[src/rtl/johnson_counter_5bit.sv]
`default_nettype none
// ============================================================================
// Module   : johnson_counter_5bit
// Brief    : 5-bit Johnson (twisted-ring) counter with clock enable.
//            Walks a 10-state sequence in which neighbouring states differ in
//            one bit. Asynchronous active-low reset to 00000.
//            Optional build macro JOHNSON_SELF_CORRECT_EN: an enabled edge
//            taken from any of the 22 unreachable codes loads 00000 instead
//            of shifting.
// Revision : 1.0 - initial release
// ============================================================================
module johnson_counter_5bit (
   input  logic       clk,
   input  logic       rst_n,
   input  logic       enable,
   output logic [4:0] q
);

   localparam logic [4:0] c_RESET_STATE = 5'b00000;

   logic [4:0] w_next_q;

`ifdef JOHNSON_SELF_CORRECT_EN
   // A legal Johnson code has at most one bit-to-bit change across q[4:0],
   // read as a straight (non-circular) word.
   logic [3:0] w_transitions;
   logic       w_legal;

   assign w_transitions = q[4:1] ^ q[3:0];
   assign w_legal       = ((w_transitions & (w_transitions - 4'd1)) == 4'd0);

   // Next state: twisted shift for legal codes, back to the start otherwise.
   always_comb begin
      w_next_q = {q[3:0], ~q[4]};
      if (!w_legal) begin
         w_next_q = c_RESET_STATE;
      end
   end
`else
   // Next state: shift left, feeding the inverted MSB into the LSB.
   always_comb begin
      w_next_q = {q[3:0], ~q[4]};
   end
`endif

   // State register: async clear, advance only on enabled edges.
   always_ff @(posedge clk or negedge rst_n) begin
      if (!rst_n) begin
         q <= c_RESET_STATE;
      end else if (enable) begin
         q <= w_next_q;
      end
   end

endmodule
`default_nettype wire

[config.mk]
export PLATFORM = sky130hd
export DESIGN_NAME = johnson_counter_5bit
export DESIGN_NICKNAME = d
export VERILOG_FILES = /design/src/rtl/johnson_counter_5bit.sv
export SDC_FILE = /design/constraint.sdc
export NUM_CORES = 1
export LEC_CHECK = 0
export ABC_AREA = 1
export CORE_AREA = 2 2 39 41
export DETAILED_ROUTE_END_ITERATION = 6
export DIE_AREA = 0 0 41 43
export PLACE_DENSITY = 0.42
export SLEW_MARGIN = 20
export SYNTH_ARGS = -nofsm -noshare
export SYNTH_HDL_FRONTEND = slang
export SYNTH_SLANG_ARGS = --single-unit
[constraint.sdc]
create_clock -name clk -period 0.9 [get_ports clk]
set_input_delay 0.18 -clock clk [delete_from_list [all_inputs] [get_ports clk]]
set_output_delay 0.18 -clock clk [all_outputs]
set_load 0.005 [all_outputs]
==> out/results.md <==
## Outcome
* status: finished, violations left
* failing checks: negative setup slack

## STA
* final-report max-slew violation count: 0
* tightest hold margin: 0.164 ns
* Final Critical Period: 0.928 ns
* setup repair after global routing missed its margin: true
* Highest Clock Rate: 1080 MHz
* worst rel slew slack: 84.2%
* Worst Clk Skew: 0.000265 ns
* post-route clock period utilization: 103%
* count of endpoints failing setup in the final report: 5
* Slew @ Worst Pin: 0.236 ns
* post-layout worst setup margin: -0.0278 ns
* Hold Fails Final Rpt: 0

## Pwr
* Max IR drop VDD: 0.000580 V
* combinational fraction of design power: 24.0%
* PwrDens: 2120 mW/mm²
* portion of total power attributed to sequential cells: 39.1%
* leakage power: 0.191 nW
* sw frac: 25.2%
* Cell Int Power: 0.000529 W
* sum of internal, switching and leakage power: 0.000707 W
* Clock Power Share: 36.9%
* Switching Power: 0.000178 W

## Die
* Floorplan Core Area: 0.00138 mm²
* Die ar.: 0.00176 mm²
* width of the die: 41 µm
* vertical die dimension: 43 µm
* Site Rows: 14
* Starting Density: 15.8%
* count of boundary I/O pins: 8

## Critical path
* delay contributed by the slowest stage of the critical path: 0.38 ns
* worst-path maximum fanout: 2
* critical path, cell by cell: buf_2
* library cell contributing the largest single delay on the critical path: sky130_fd_sc_hd__dfrtp_1
* capturing element type of the critical path: output pin
* family with the most delay on the worst path: flip-flops
* critical path class: reg -> out
* launching element type of the critical path: register
* required time of the critical path: 0.72 ns
* buffers plus inverters on the worst setup path: 1
* arrival time at the worst endpoint: 0.75 ns

## Synth
* top cells by count, synth: sky130_fd_sc_hd__nand2_1 (15), sky130_fd_sc_hd__dfrtp_1 (5), sky130_fd_sc_hd__buf_4 (4), sky130_fd_sc_hd__inv_1 (1), sky130_fd_sc_hd__inv_2 (1)
* area leader, netlist: sky130_fd_sc_hd__dfrtp_1
* number of synthesized flops with an enable pin: 0
* fraction of registers with async set/reset: 100%
* commonest register cell after synthesis: sky130_fd_sc_hd__dfrtp_1
* net count of the mapped netlist: 29
* top-count cell post-synth: sky130_fd_sc_hd__nand2_1
* Yosys warning count: 0
* synthesized instance count: 26
* Avg Cell Area, Syn: 8.42 µm²
* cell area after technology mapping: 219 µm²
* post-synthesis sequential area ratio: 57.1%
* top cells by area, synth: sky130_fd_sc_hd__dfrtp_1 (57%), sky130_fd_sc_hd__nand2_1 (26%), sky130_fd_sc_hd__buf_4 (14%), sky130_fd_sc_hd__inv_1 (1.7%), sky130_fd_sc_hd__inv_2 (1.7%)
* top-area cell type share of the netlist area: 57.1%
* count of distinct cell types in the synthesized netlist: 5
* number of synthesized register bits: 5

## Routing
* via count: 205
* drt drc: 0
* drt total wl: 471 µm
* Detail Route Antenna Nets: 0
* average wire length per cell after detail routing: 8.41 µm
* DR iter-0 viols: 4
* number of detailed-routing iterations run before antenna repair: 4
* post-DR vias/cell: 3.66

## Final layout
* Area Overhead vs Synth: 52.0%
* share of final-layout standard cells stronger than drive strength 1: 40.0%
* net total in the final layout: 44
* largest reg by FF count: q
* number of inserted diodes: 0
* area of all placed cells without fillers: 333 µm²
* Largest register FFs: 5
* Largest regs: q x5

## Clock tree
* clock sinks: 5
* total CTS buffers: 3
* clk slew on worst S/H paths: 0.04 ns
* worst skew pair latency: 0.24 ns
* cell at the root of the clock tree: sky130_fd_sc_hd__clkbuf_4
* clock tree from TritonCTS: done
* Clock Path Buffers: 2
* depth of the CTS H-tree: 1

## Placed design
* placement-stage worst setup slack: -0.202 ns
* area of placed instances: 309 µm²
* # port buffers: 7
* final weighted congestion in routability-driven placement: 0.649
* final HPWL from detailed placement: 320 µm

## Global routing
* antenna violations before repair: 0
* via count of the first global-routing pass: 193
* pin count of the biggest net entering global routing: 7
* total overflow reported by the global router: 0
* first-pass GRT wire length: 807 µm
* GRT Resource Usage Total: 7.66%

## Flow run
* max-cap check violation count: 0

## Worst hold path
* worst hold path class: in -> async

-- power by group through the flow --
stage	logic, W	clock network [W]	registers (W)
after floorplan	0.0000754	0	0.000284
after global placement	0.000172	0	0.000281
after detailed placement	0.000172	0	0.000282
after CTS	0.000173	0.000274	0.000276
after global routing	0.000192	0.000297	0.000282
final	0.000169	0.000261	0.000276
-- per-stage QoR --
step	instances	TNS [ns]	utilization, %
after floorplan	26	0	-
after global placement	49	-1.47	22.3
after detailed placement	49	-1.51	22.3
after CTS	56	-0.137	24.1
after global routing	56	-0.290	24.1
final	56	-0.0864	24.1
-- cell type report --
type	instances	area, µm²
well taps	16	20.0
clock buffers	4	26.3
repair buffers	14	97.6
multi-input cells	15	56.3
inverters	2	7.51
flip-flops and latches	5	125
fillers	162	1050
-- cell families after synthesis --
logic type | synth area share [%]
AND/OR/NAND/NOR | 25.7
buffers and inverters | 17.1
flip-flops | 57.1
-- layout by cell type, fill, tap and decap left out --
cell	count
sky130_fd_sc_hd__clkbuf_1	1
sky130_fd_sc_hd__buf_4	7
sky130_fd_sc_hd__clkbuf_4	3
sky130_fd_sc_hd__nand2_1	15
sky130_fd_sc_hd__buf_2	5
sky130_fd_sc_hd__inv_2	1
sky130_fd_sc_hd__clkdlybuf4s50_1	2
sky130_fd_sc_hd__inv_1	1
sky130_fd_sc_hd__dfrtp_1	5
-- final timing paths --
kind                         to  startpoint  cells past startpoint  slack, ns
hold reg to reg            q[0]        q[0]                      3       0.57
min in group clk           q[0]        q[0]                      3       0.57
setup reg to reg           q[3]        q[2]                      4       0.06
hold / removal             q[2]       rst_n                      1       0.16
setup / recovery           q[4]        q[4]                      1      -0.03
max in group asynchronous  q[3]       rst_n                      1       0.54
-- repair_timing --
item | in CTS | in global routing
pin swaps | 0 | 0
hold endpoints to repair | 0 | 0
hold buffers | 0 | 0
endpoints found under the setup margin | 5 | 5
setup buffers | 3 | 0
resized for setup | 20 | 0
-- metal layers --
metal	vias up	track usage (%)	share of wire, %	routed length [µm]
met5	-	0	0	0
met4	0	8.00	0	0
met3	0	3.14	8.7	41
met2	5	9.06	49	232
met1	99	9.45	42	197
li1	101	-	-	-
No activity file was read; power rests on OpenSTA's default activity.
==> RTL change: new RTL, same settings <==
Add a define of `JOHNSON_SELF_CORRECT_EN`.
--- a/src/rtl/johnson_counter_5bit.sv
+++ b/src/rtl/johnson_counter_5bit.sv
@@ -9,6 +9,8 @@
 //            of shifting.
 // Revision : 1.0 - initial release
 // ============================================================================
+`define JOHNSON_SELF_CORRECT_EN
+
 module johnson_counter_5bit (
    input  logic       clk,
    input  logic       rst_n,
Check against the original RTL: same outputs for any inputs over 10 cycles, from zero or initial values and one cycle with rst_n low; that may be too few to reach the edited logic, so the function may still have changed.
==> RTL change against the original RTL <==
The run still ends with negative setup slack left; wire length rose by 76%; clock skew rose by 0.0011 ns; total power grew to 3.1 times the old value; synthesized cell count is 58% higher; fmax is 16% lower; sequential cell count unchanged; sequential power up 45%; area after synthesis rose by 25%; worst setup slack worse by 0.18 ns; design area rose by 81%; first-iteration DRC count is 75% higher; critical path type is now register to register; critical endpoint is now q[1]; largest cell class is now multi-input gates.
==> RTL change: results (changes against the original RTL) <==
* Failing checks: negative setup slack (unchanged)
* Worst Slack Setup Final at -0.207 ns (was -0.0278 ns)
* Seq/Total Area, Yosys at 45.7% (was 57.1%)
* Vias in the first global route at 319 (was 193)
* Metal2 WL at 395 um (was 232 um)
* Min-Delay Path Class: primary input to async pin (unchanged)
* Dpl hpwl at 500 um (was 320 um)
* Aggregate global-route resource usage at 12.1% (was 7.66%)
* Share of layout cells above drive strength 1 at 56.7% (was 40.0%)
* CP peak stage delay at 0.39 ns
* Clock root cell: clkbuf_4 (unchanged)
* Number of diodes at 0 (unchanged)
* Synth Net Count at 44 (was 29)
* Commonest cells in the synthesized netlist: 16 x nand2_1, 7 x inv_1, 7 x nand3_1, 5 x dfrtp_1, 3 x nor2_1 (was 15 x nand2_1, 5 x dfrtp_1, 4 x buf_4, 1 x inv_1, 1 x inv_2)
* Yosys cell types at 8 (was 5)
* Non-Filler Instances at 83 (was 56)
* Async SR Flop Fraction at 100% (unchanged)
* Layout Skew at 0.00141 ns (was 0.000265 ns)
* Antenna violations before repair at 0 (unchanged)
* Routed length on met3 at 48 um (was 41 um)
* Top sig layer: met4 (was met3)
* Post-Route M1 WL at 359 um (was 197 um)
* Largest registers: q (5) (unchanged)
* Avg Inst Size Synth at 6.68 um2 (was 8.42 um2)
* Htree depth at 1 (unchanged)
* Skew-Pair Late Insertion Delay at 0.24 ns (about the same)
* Vias at 357 (was 205)
* Post-DP Area at 425 um2 (was 309 um2)
* Iteration-0 DRC Markers at 7 (was 4)
* Placed insts at 72 (was 49)
* Layout Nets at 71 (was 44)
* Setup slack at placement at -0.242 ns (was -0.202 ns)
* Switching power at 0.890 mW (was 0.178 mW)
* Setup violators final at 10 (was 5)
* Final WL at 828 um (was 471 um)
* First-pass GRT wire length at 1310 um (was 807 um)
* Measured slew at the worst slew-check pin at 0.242 ns (was 0.236 ns)
* Slowest cell on crit path: dfrtp_1 (unchanged)
* VDD IR max at 1.05 mV (was 0.580 mV)
* Run status: finished, violations left (unchanged)
* GP Congestion at 0.764 (was 0.649)
* Largest cells by area after synthesis: dfrtp_1 46%, nand2_1 22%, nand3_1 13% (was dfrtp_1 57%, nand2_1 26%, buf_4 14%)
* TNS Setup at -1.30 ns (was -0.0864 ns)
* Leakage at 0.319 nW (was 0.191 nW)
* CP Max Fanout at 4 (was 2)
* CP arrival at 1.24 ns (was 0.75 ns)
[RTL change: cell types whose count changed after synthesis, moves of 3 or more]
| cell | delta |
|---|---|
| nand3_1 | +7 |
| inv_1 | +6 |
| buf_4 | -4 |
| nor2_1 | +3 |
[RTL change: power groups by stage]
stage / registers (mW) / clock network [mW] / logic (mW)
after global routing: 0.414 / 0.295 / 1.67
after CTS: 0.398 / 0.269 / 1.29
after global placement: 0.452 / 0 / 0.856
after detailed placement: 0.453 / 0 / 0.831
final: 0.401 / 0.256 / 1.51
after floorplan: 0.476 / 0 / 0.317
[RTL change: layout make-up]
type / count / area (um2)
clock buffer: 4 / 26.3
multi-input combinational: 29 / 213
sequential: 5 / 126
timing repair buffer: 22 / 191
fill: 143 / 781
inverter: 7 / 26.3
tap: 16 / 20.0
[RTL change: logic make-up (layout without fill, tap and decap cells)]
group / Yosys count / after routing / share of synthesized area [%]
buffers and inverters: 7 / 33 / 9.59
AND/OR/NAND/NOR: 27 / 27 / 41.1
flip-flops: 5 / 5 / 45.7
AO/OA/AOI/OAI: 2 / 2 / 3.65
[RTL change: worst paths after layout]
path,endpoint,startpoint,depth (start not counted),slack (ns)
min,q[0],rst_n,1,0.17
max reg2reg,q[1],q[1],6,-0.21
max,q[1],q[1],6,-0.21
max in group asynchronous,q[3],rst_n,1,0.52
min in group clk,q[1],enable,5,0.68
min reg2reg,q[4],q[4],4,0.71
[RTL change: layer usage]
layer  GRT usage (%)  vias to the layer above
li1                -                      178
met1            14.6                      167
met2            15.0                        8
met3            6.28                        4
met4            10.0                        0
met5               0                        -
[RTL change: what timing repair did]
action                                 4_1_cts  5_1_grt
endpoints found under the hold margin        0        0
gates resized for setup                     32       12
pin swaps                                    8       10
setup endpoints to repair                   10       10
setup buffers                                7        0
